<file path="src/rtl/clk_meas_pkg.sv">
// clk_meas_pkg: shared state type and default sizing for the clock period meter
package clk_meas_pkg;
  typedef enum logic {IDLE, MEASURE} state_t;
  localparam int CNT_W_DEF = 32;
  localparam int TIMEOUT_DEF = 100000;
  localparam int MIN_PERIOD = 2;
endpackage

</file>
<file path="src/rtl/clock_period_meter_edge_sync.sv">
// edge_sync: synchronises an asynchronous input and flags its rising/falling edges
// ports: clk_in, rst (async, active-high), d (async in), s (synchronised level), rise/fall (1-cycle pulses)
module edge_sync #(
  parameter int SYNC_STAGES = 2
) (
  input  logic clk_in,
  input  logic rst,
  input  logic d,
  output logic s,
  output logic rise,
  output logic fall
);
  logic [SYNC_STAGES-1:0] sr;
  logic s_d;
  always_ff @(posedge clk_in or posedge rst) begin
    if (rst) begin
      sr  <= '0;
      s_d <= 1'b0;
    end else begin
      sr  <= {sr[SYNC_STAGES-2:0], d};
      s_d <= sr[SYNC_STAGES-1];
    end
  end
  assign s    = sr[SYNC_STAGES-1];
  assign rise = s & ~s_d;
  assign fall = ~s & s_d;
endmodule

</file>
<file path="src/rtl/clock_period_meter.sv">
// clock_period_meter: measures the period of a slow asynchronous square wave in clk_in cycles
// ports: clk_in, rst (async, active-high), sig_in (async), period/period_valid, locked, timeout,
//        high_time (present only when HIGH_TIME_EN is defined)
module clock_period_meter
  import clk_meas_pkg::*;
#(
  parameter int CNT_W       = CNT_W_DEF,
  parameter int TIMEOUT     = TIMEOUT_DEF,
  parameter int SYNC_STAGES = 2
) (
  input  logic             clk_in,
  input  logic             rst,
  input  logic             sig_in,
  output logic [CNT_W-1:0] period,
  output logic             period_valid,
  output logic             locked,
  output logic             timeout
`ifdef HIGH_TIME_EN
  ,
  output logic [CNT_W-1:0] high_time
`endif
);
  localparam logic [CNT_W-1:0] TO_M1 = CNT_W'(TIMEOUT - 1);
  localparam logic [CNT_W-1:0] ONE = CNT_W'(1);
  state_t state, state_nx;
  logic [CNT_W-1:0] cnt, cnt_nx;
  logic rise, meas, expire;
`ifdef HIGH_TIME_EN
  logic s, fall;
  logic [CNT_W-1:0] hi, hi_cap;
`endif
  edge_sync #(.SYNC_STAGES(SYNC_STAGES)) u_sync (
    .clk_in(clk_in),
    .rst(rst),
    .d(sig_in),
`ifdef HIGH_TIME_EN
    .s(s),
    .rise(rise),
    .fall(fall)
`else
    .s(),
    .rise(rise),
    .fall()
`endif
  );
  // a rise on the expiry cycle is a valid measurement, so rise takes priority
  always_comb begin
    state_nx = state;
    cnt_nx   = '0;
    meas     = 1'b0;
    expire   = 1'b0;
    if (state == IDLE) begin
      state_nx = rise ? MEASURE : IDLE;
      cnt_nx   = rise ? ONE : '0;
    end else if (rise) begin
      meas   = 1'b1;
      cnt_nx = ONE;
    end else if (cnt == TO_M1) begin
      expire   = 1'b1;
      state_nx = IDLE;
    end else begin
      cnt_nx = cnt + ONE;
    end
  end
  always_ff @(posedge clk_in or posedge rst) begin
    if (rst) begin
      state        <= IDLE;
      cnt          <= '0;
      period       <= '0;
      period_valid <= 1'b0;
      locked       <= 1'b0;
      timeout      <= 1'b0;
    end else begin
      state        <= state_nx;
      cnt          <= cnt_nx;
      period_valid <= meas;
      timeout      <= expire;
      locked       <= meas ? 1'b1 : expire ? 1'b0 : locked;
      if (meas) period <= cnt;
    end
  end
`ifdef HIGH_TIME_EN
  // hi counts synchronised-high cycles since the last rise; captured at fall, published at next rise
  always_ff @(posedge clk_in or posedge rst) begin
    if (rst) begin
      hi        <= '0;
      hi_cap    <= '0;
      high_time <= '0;
    end else begin
      hi <= rise ? ONE : (s && hi != TO_M1) ? hi + ONE : hi;
      if (fall) hi_cap <= hi;
      if (meas) high_time <= hi_cap;
    end
  end
`endif
endmodule

</file>
<file path="config.mk">
export PLATFORM = sky130hd
export DESIGN_NAME = clock_period_meter
export DESIGN_NICKNAME = d
export VERILOG_FILES = /design/src/rtl/clk_meas_pkg.sv /design/src/rtl/clock_period_meter_edge_sync.sv /design/src/rtl/clock_period_meter.sv
export SDC_FILE = /design/constraint.sdc
export NUM_CORES = 1
export LEC_CHECK = 0
export ABC_AREA = 1
export CAP_MARGIN = 20
export CORE_ASPECT_RATIO = 0.6
export CORE_MARGIN = 2
export CORE_UTILIZATION = 55
export CTS_CLUSTER_SIZE = 24
export DETAILED_ROUTE_END_ITERATION = 16
export PLACE_DENSITY = 0.9
export SLEW_MARGIN = 20
export SYNTH_ARGS = -nofsm -noshare
export SYNTH_HDL_FRONTEND = slang
export SYNTH_SLANG_ARGS = --single-unit
</file>
<file path="constraint.sdc">
create_clock -name clk_in -period 6.44 [get_ports clk_in]
set_input_delay 0.966 -clock clk_in [delete_from_list [all_inputs] [get_ports clk_in]]
set_output_delay 0.966 -clock clk_in [all_outputs]
set_load 0.05 [all_outputs]
</file>
-- Word level (Yosys, flattened, before mapping)
Cells that the tools add are included.
- multipliers: 0
- bitwise operators: 2
- add/sub/neg operators: 1
- reduce and logical (&&, ||, !) cells: 1
- eq/ne operators: 1
- shift operators: 0
- div/mod/pow operators: 0
- magnitude comparators: 0
- multiplexer cells: 14
- operators with widths (kind ; number):
    $mux 32 ; 3
    $add 32x1->32 const B ; 1
    $eq 32x17->1 const B ; 1
    $mux 1 ; 11
    $reduce_bool 2->1 ; 1
    $and 1x1->1 ; 1
    $not 1->1 ; 1
- word-level logic and storage cells: 27
- input bits: 3
- bits in registers: 71
- memory bits (writable): 0
- bits in latches: 0
- memories kept: 0
- ROM bits: 0

-- Longest topological paths before layout
- depth after elaboration: 6
- gate-level depth with buffers: 9

-- Modules after synthesis
Synthesis repeated with hierarchy kept, for this count alone.
- cell total of the unflattened synthesis: 417
- area, all modules: 3328.2 µm²
- by module, submodules not included (module ; area each (µm²) ; cells each ; seq. area each (µm²) ; times used):
    clock_period_meter ; 3234.4 ; 409 ; 1701.6 ; 1
    edge_sync ; 93.8 ; 8 ; 75.1 ; 1

-- Worst setup path before layout
OpenSTA, ideal clock, no wires.
- kind: register to output
- from: register period[0]
- to: output port period[0]
- buffers on the path: 0
- cell stages (with the launch flop): 1
- slack: 4874 ps
- data required time: 5474 ps
- arrival: 600 ps
- cell sequence: dfrtp_1
- RTL lines (what ; line ; text):
    from (decl) ; clock_period_meter.sv:14 ; output logic [CNT_W-1:0] period,
    from (signal assigned) ; clock_period_meter.sv:79 ; if (meas) period <= cnt;
No word-level cell between the ends.

-- Final worst setup path
- from: register period[17]
- to: output port period[17]
No word-level cell between the ends.

==> results.md <==
- Status: complete, no violations
- Leak Pwr: 1.77 nW
- Launching element type of the critical path: flop
- Number of iterations in the first detailed-routing pass: 5
- Path type of the worst setup path: reg2out
- Floorplan die width: 105 µm
- Sequential-to-total area share from yosys stat: 52.7%
- Hold bufs inserted after CTS: 0
- Portion of the clock cycle consumed by the worst path in the final layout: 39.2%
- Worst-case hold slack: 0.354 ns
- Number of global-route vias before repair: 2,833
- Io pins: 38
- Relative slew slack: 35.4%
- CP max stage delay: 0.83 ns
- Fraction of final layout cells sized beyond drive strength 1: 9.15%
- Final count of negative-setup-slack endpoints: 0
- First-pass GRT wire length: 13,800 µm
- Number of levels the H-tree was split into: 3
- Upper clock frequency limit: 396 MHz
- Synthesis-stage register bit count: 71
- Die Span Y: 64.6 µm
- Max Buffers Root-to-Sink: 2
- Clock-pin slew on the worst setup and hold paths: 0.07 ns
- Data arrival time at the worst-slack endpoint: 1.56 ns
- Power Density: 243 mW/mm²
- Growth of design area from synthesis to finish: 18.5%
- Net count reported at finish: 458
- Drt wl/cell: 15.1 µm
- Delay-heaviest family, CP: buffers and inverters
- Unrepaired setup endpoints after global routing: false
- Starting density of the core: 55.9%
- Crit-path max FO: 2
- Number of instances resized during post-cts repair: 0
- Area enclosed by the die boundary: 0.00679 mm²
- Post-CTS setup repair buffer count: 0
- Syn_nets: 418
- Antenna Violating Nets Remaining: 0
- Yosys top cell area share: 52.7%
- Combined area of all synthesized cells: 0.00337 mm²
- Number of antenna repair diodes: 0
- Total routed wirelength: 8210 µm
- Largest clock skew in the final design: 0.00553 ns
- Per-instance average area after synthesis: 8.14 µm²
- Hold Vio Cnt, Final: 0
- Total half-perimeter wirelength after legalization and detailed placement: 5730 µm
- Sum of overflow across all layers after global routing: 0
- Drt drc: 0
- Dominant cell type by area after synthesis: sky130_fd_sc_hd__dfrtp_1
- Maximum resistive drop on vdd: 143 µV
- Routability cong.: 0.943
- Count of unique library cells instantiated by Yosys: 28
- Detailed-route via count: 2,942
- Setup_tns: 0 ns
- Quantity of I/O buffers inserted on ports: 37
- Routed via count divided by cell count: 5.42
- Slowest cell on the critical path: sky130_fd_sc_hd__clkdlybuf4s50_1
- Total count of max-transition violations in the final report: 0
- Most area-consuming cells after synthesis: sky130_fd_sc_hd__dfrtp_1 (53%), sky130_fd_sc_hd__nand2_1 (12%), sky130_fd_sc_hd__nor2_1 (7.7%)
- TritonCTS sink count: 71
- Number of cells produced by synthesis: 414
- Total Routing Usage GR: 26.8%
- Clock tree from TritonCTS: yes
- Number of antenna violations at the first check in global routing: 0
- Chain of cells forming the critical path: clkdlybuf4s50_1
- Placement Rows: 22
- Yosys Warn Count: 0
- Type of the tightest min-delay check: reg2reg
- Min Tclk post-route: 2.53 ns
- Number of buffers created by CTS: 9
- Number of buffer and inverter instances along the worst setup path: 1
- Worst-Margin Slew: 0.968 ns
- Core area: 0.00603 mm²
- Maximum number of pins on one net before global-route repair: 72
- Worst path required time: 5.47 ns
- CTS root buffer: sky130_fd_sc_hd__clkbuf_8
- Initial DRC count: 420
- Type of destination of the critical path: output pin
- Maximum Capacitance Violations: 0
- Insertion delay to the later sink of the worst-skew pair: 0.35 ns
-- worst paths after layout --
| path | start | end | slack, ns | depth (start not counted) |
|---|---|---|---|---|
| max | period[17] | period[17] | 3.91 | 1 |
| min | u_sync.sr[0] | u_sync.sr[1] | 0.35 | 0 |
| max reg2reg | cnt[10] | cnt[22] | 4.63 | 7 |
| min reg2reg | u_sync.sr[0] | u_sync.sr[1] | 0.35 | 0 |
| max in group asynchronous | rst | cnt[25] | 4.70 | 3 |
| min in group asynchronous | rst | cnt[2] | 1.20 | 3 |
-- power by group --
part           switching, mW  total (mW)  internal (mW)
Combinational         0.0826       0.121         0.0381
Clock                  0.176       0.367          0.191
Sequential            0.0152       0.481          0.465
Total                  0.274       0.968          0.694
-- cell usage in the layout, fill, tap and decap left out --
master                            instances
sky130_fd_sc_hd__nor2_4                   4
sky130_fd_sc_hd__a31oi_1                  2
sky130_fd_sc_hd__nor2_2                  13
sky130_fd_sc_hd__bufinv_16                1
sky130_fd_sc_hd__inv_1                   40
sky130_fd_sc_hd__o22ai_1                  1
sky130_fd_sc_hd__inv_2                    3
sky130_fd_sc_hd__clkinv_2                 1
sky130_fd_sc_hd__clkbuf_8                10
sky130_fd_sc_hd__o21bai_1                 1
sky130_fd_sc_hd__nand3b_1                 3
sky130_fd_sc_hd__o21ai_0                 23
sky130_fd_sc_hd__inv_6                    1
sky130_fd_sc_hd__buf_4                    1
sky130_fd_sc_hd__nand2_1                108
sky130_fd_sc_hd__clkinv_4                 1
sky130_fd_sc_hd__nand3_2                  1
sky130_fd_sc_hd__nand3_1                 28
sky130_fd_sc_hd__o21ai_1                  5
sky130_fd_sc_hd__nand2_2                  2
sky130_fd_sc_hd__clkinvlp_4               2
sky130_fd_sc_hd__clkdlybuf4s50_1         37
sky130_fd_sc_hd__xor2_1                  11
sky130_fd_sc_hd__and2_1                   1
sky130_fd_sc_hd__nand2_4                  2
sky130_fd_sc_hd__nor2_1                  69
sky130_fd_sc_hd__o21a_1                   1
sky130_fd_sc_hd__dfrtp_1                 71
sky130_fd_sc_hd__a21oi_1                 14
sky130_fd_sc_hd__xnor2_1                  1
sky130_fd_sc_hd__ha_1                     1
-- stage by stage --
| step | power, mW | instances | util (%) | cell area [µm²] | setup WS [ns] |
|---|---|---|---|---|---|
| CTS | 0.969 | 543 | 66.2 | 3990 | 3.92 |
| finish | 0.968 | 543 | 66.2 | 3990 | 3.91 |
| global placement | 0.604 | 527 | 62.8 | 3790 | 4.28 |
| detailed placement | 0.609 | 527 | 62.8 | 3790 | 4.28 |
| global route | 1.00 | 543 | 66.2 | 3990 | 3.89 |
| floorplan | 0.577 | 414 | - | 3370 | 3.68 |
-- final cells by class --
| type | count | area [µm²] |
|---|---|---|
| Timing Repair Buffer | 38 | 378 |
| Inverter | 43 | 161 |
| Multi-Input combinational cell | 291 | 1370 |
| Fill cell | 475 | 2040 |
| Tap cell | 84 | 105 |
| Clock inverter | 6 | 67.6 |
| Clock buffer | 10 | 138 |
| Sequential cell | 71 | 1780 |
-- synthesized netlist by cell type, drive strengths merged --
library cell,count
a31oi,2
dfrtp,71
o22ai,1
a21oi,14
clkbuf,4
nand2,112
ha,1
nor2,86
o21ai,28
xor2,11
nand3,29
inv,43
o21a,1
o21bai,1
xnor2,1
nand3b,3
buf,5
and2,1
-- state kept, by name (all words and copies together), names as in the netlist --
register	flops
state	1
timeout	1
locked	1
period	32
u_sync.s_d	1
cnt	32
u_sync.sr	2
period_valid	1
-- routing by layer --
metal  share of wire [%]  vias to the layer above  track usage, %
met5                   0                        -               0
met4                 1.8                        0            9.17
met3                  11                       25            9.56
met2                  43                      182            40.9
met1                  44                     1363            36.0
li1                    -                     1372               -
-- cell families (layout without fill, tap and decap cells) --
kind of cell	after synthesis	after routing	synth area share [%]
AND/OR/NAND/NOR	231	231	29.8
AO/OA/AOI/OAI	47	47	7.24
flip-flops	71	71	52.7
XOR/XNOR	12	12	3.12
adder cells (fa/ha/maj)	1	1	0.371
buffers and inverters	52	97	6.72
Note: power is estimated with default switching activity, not from simulation.
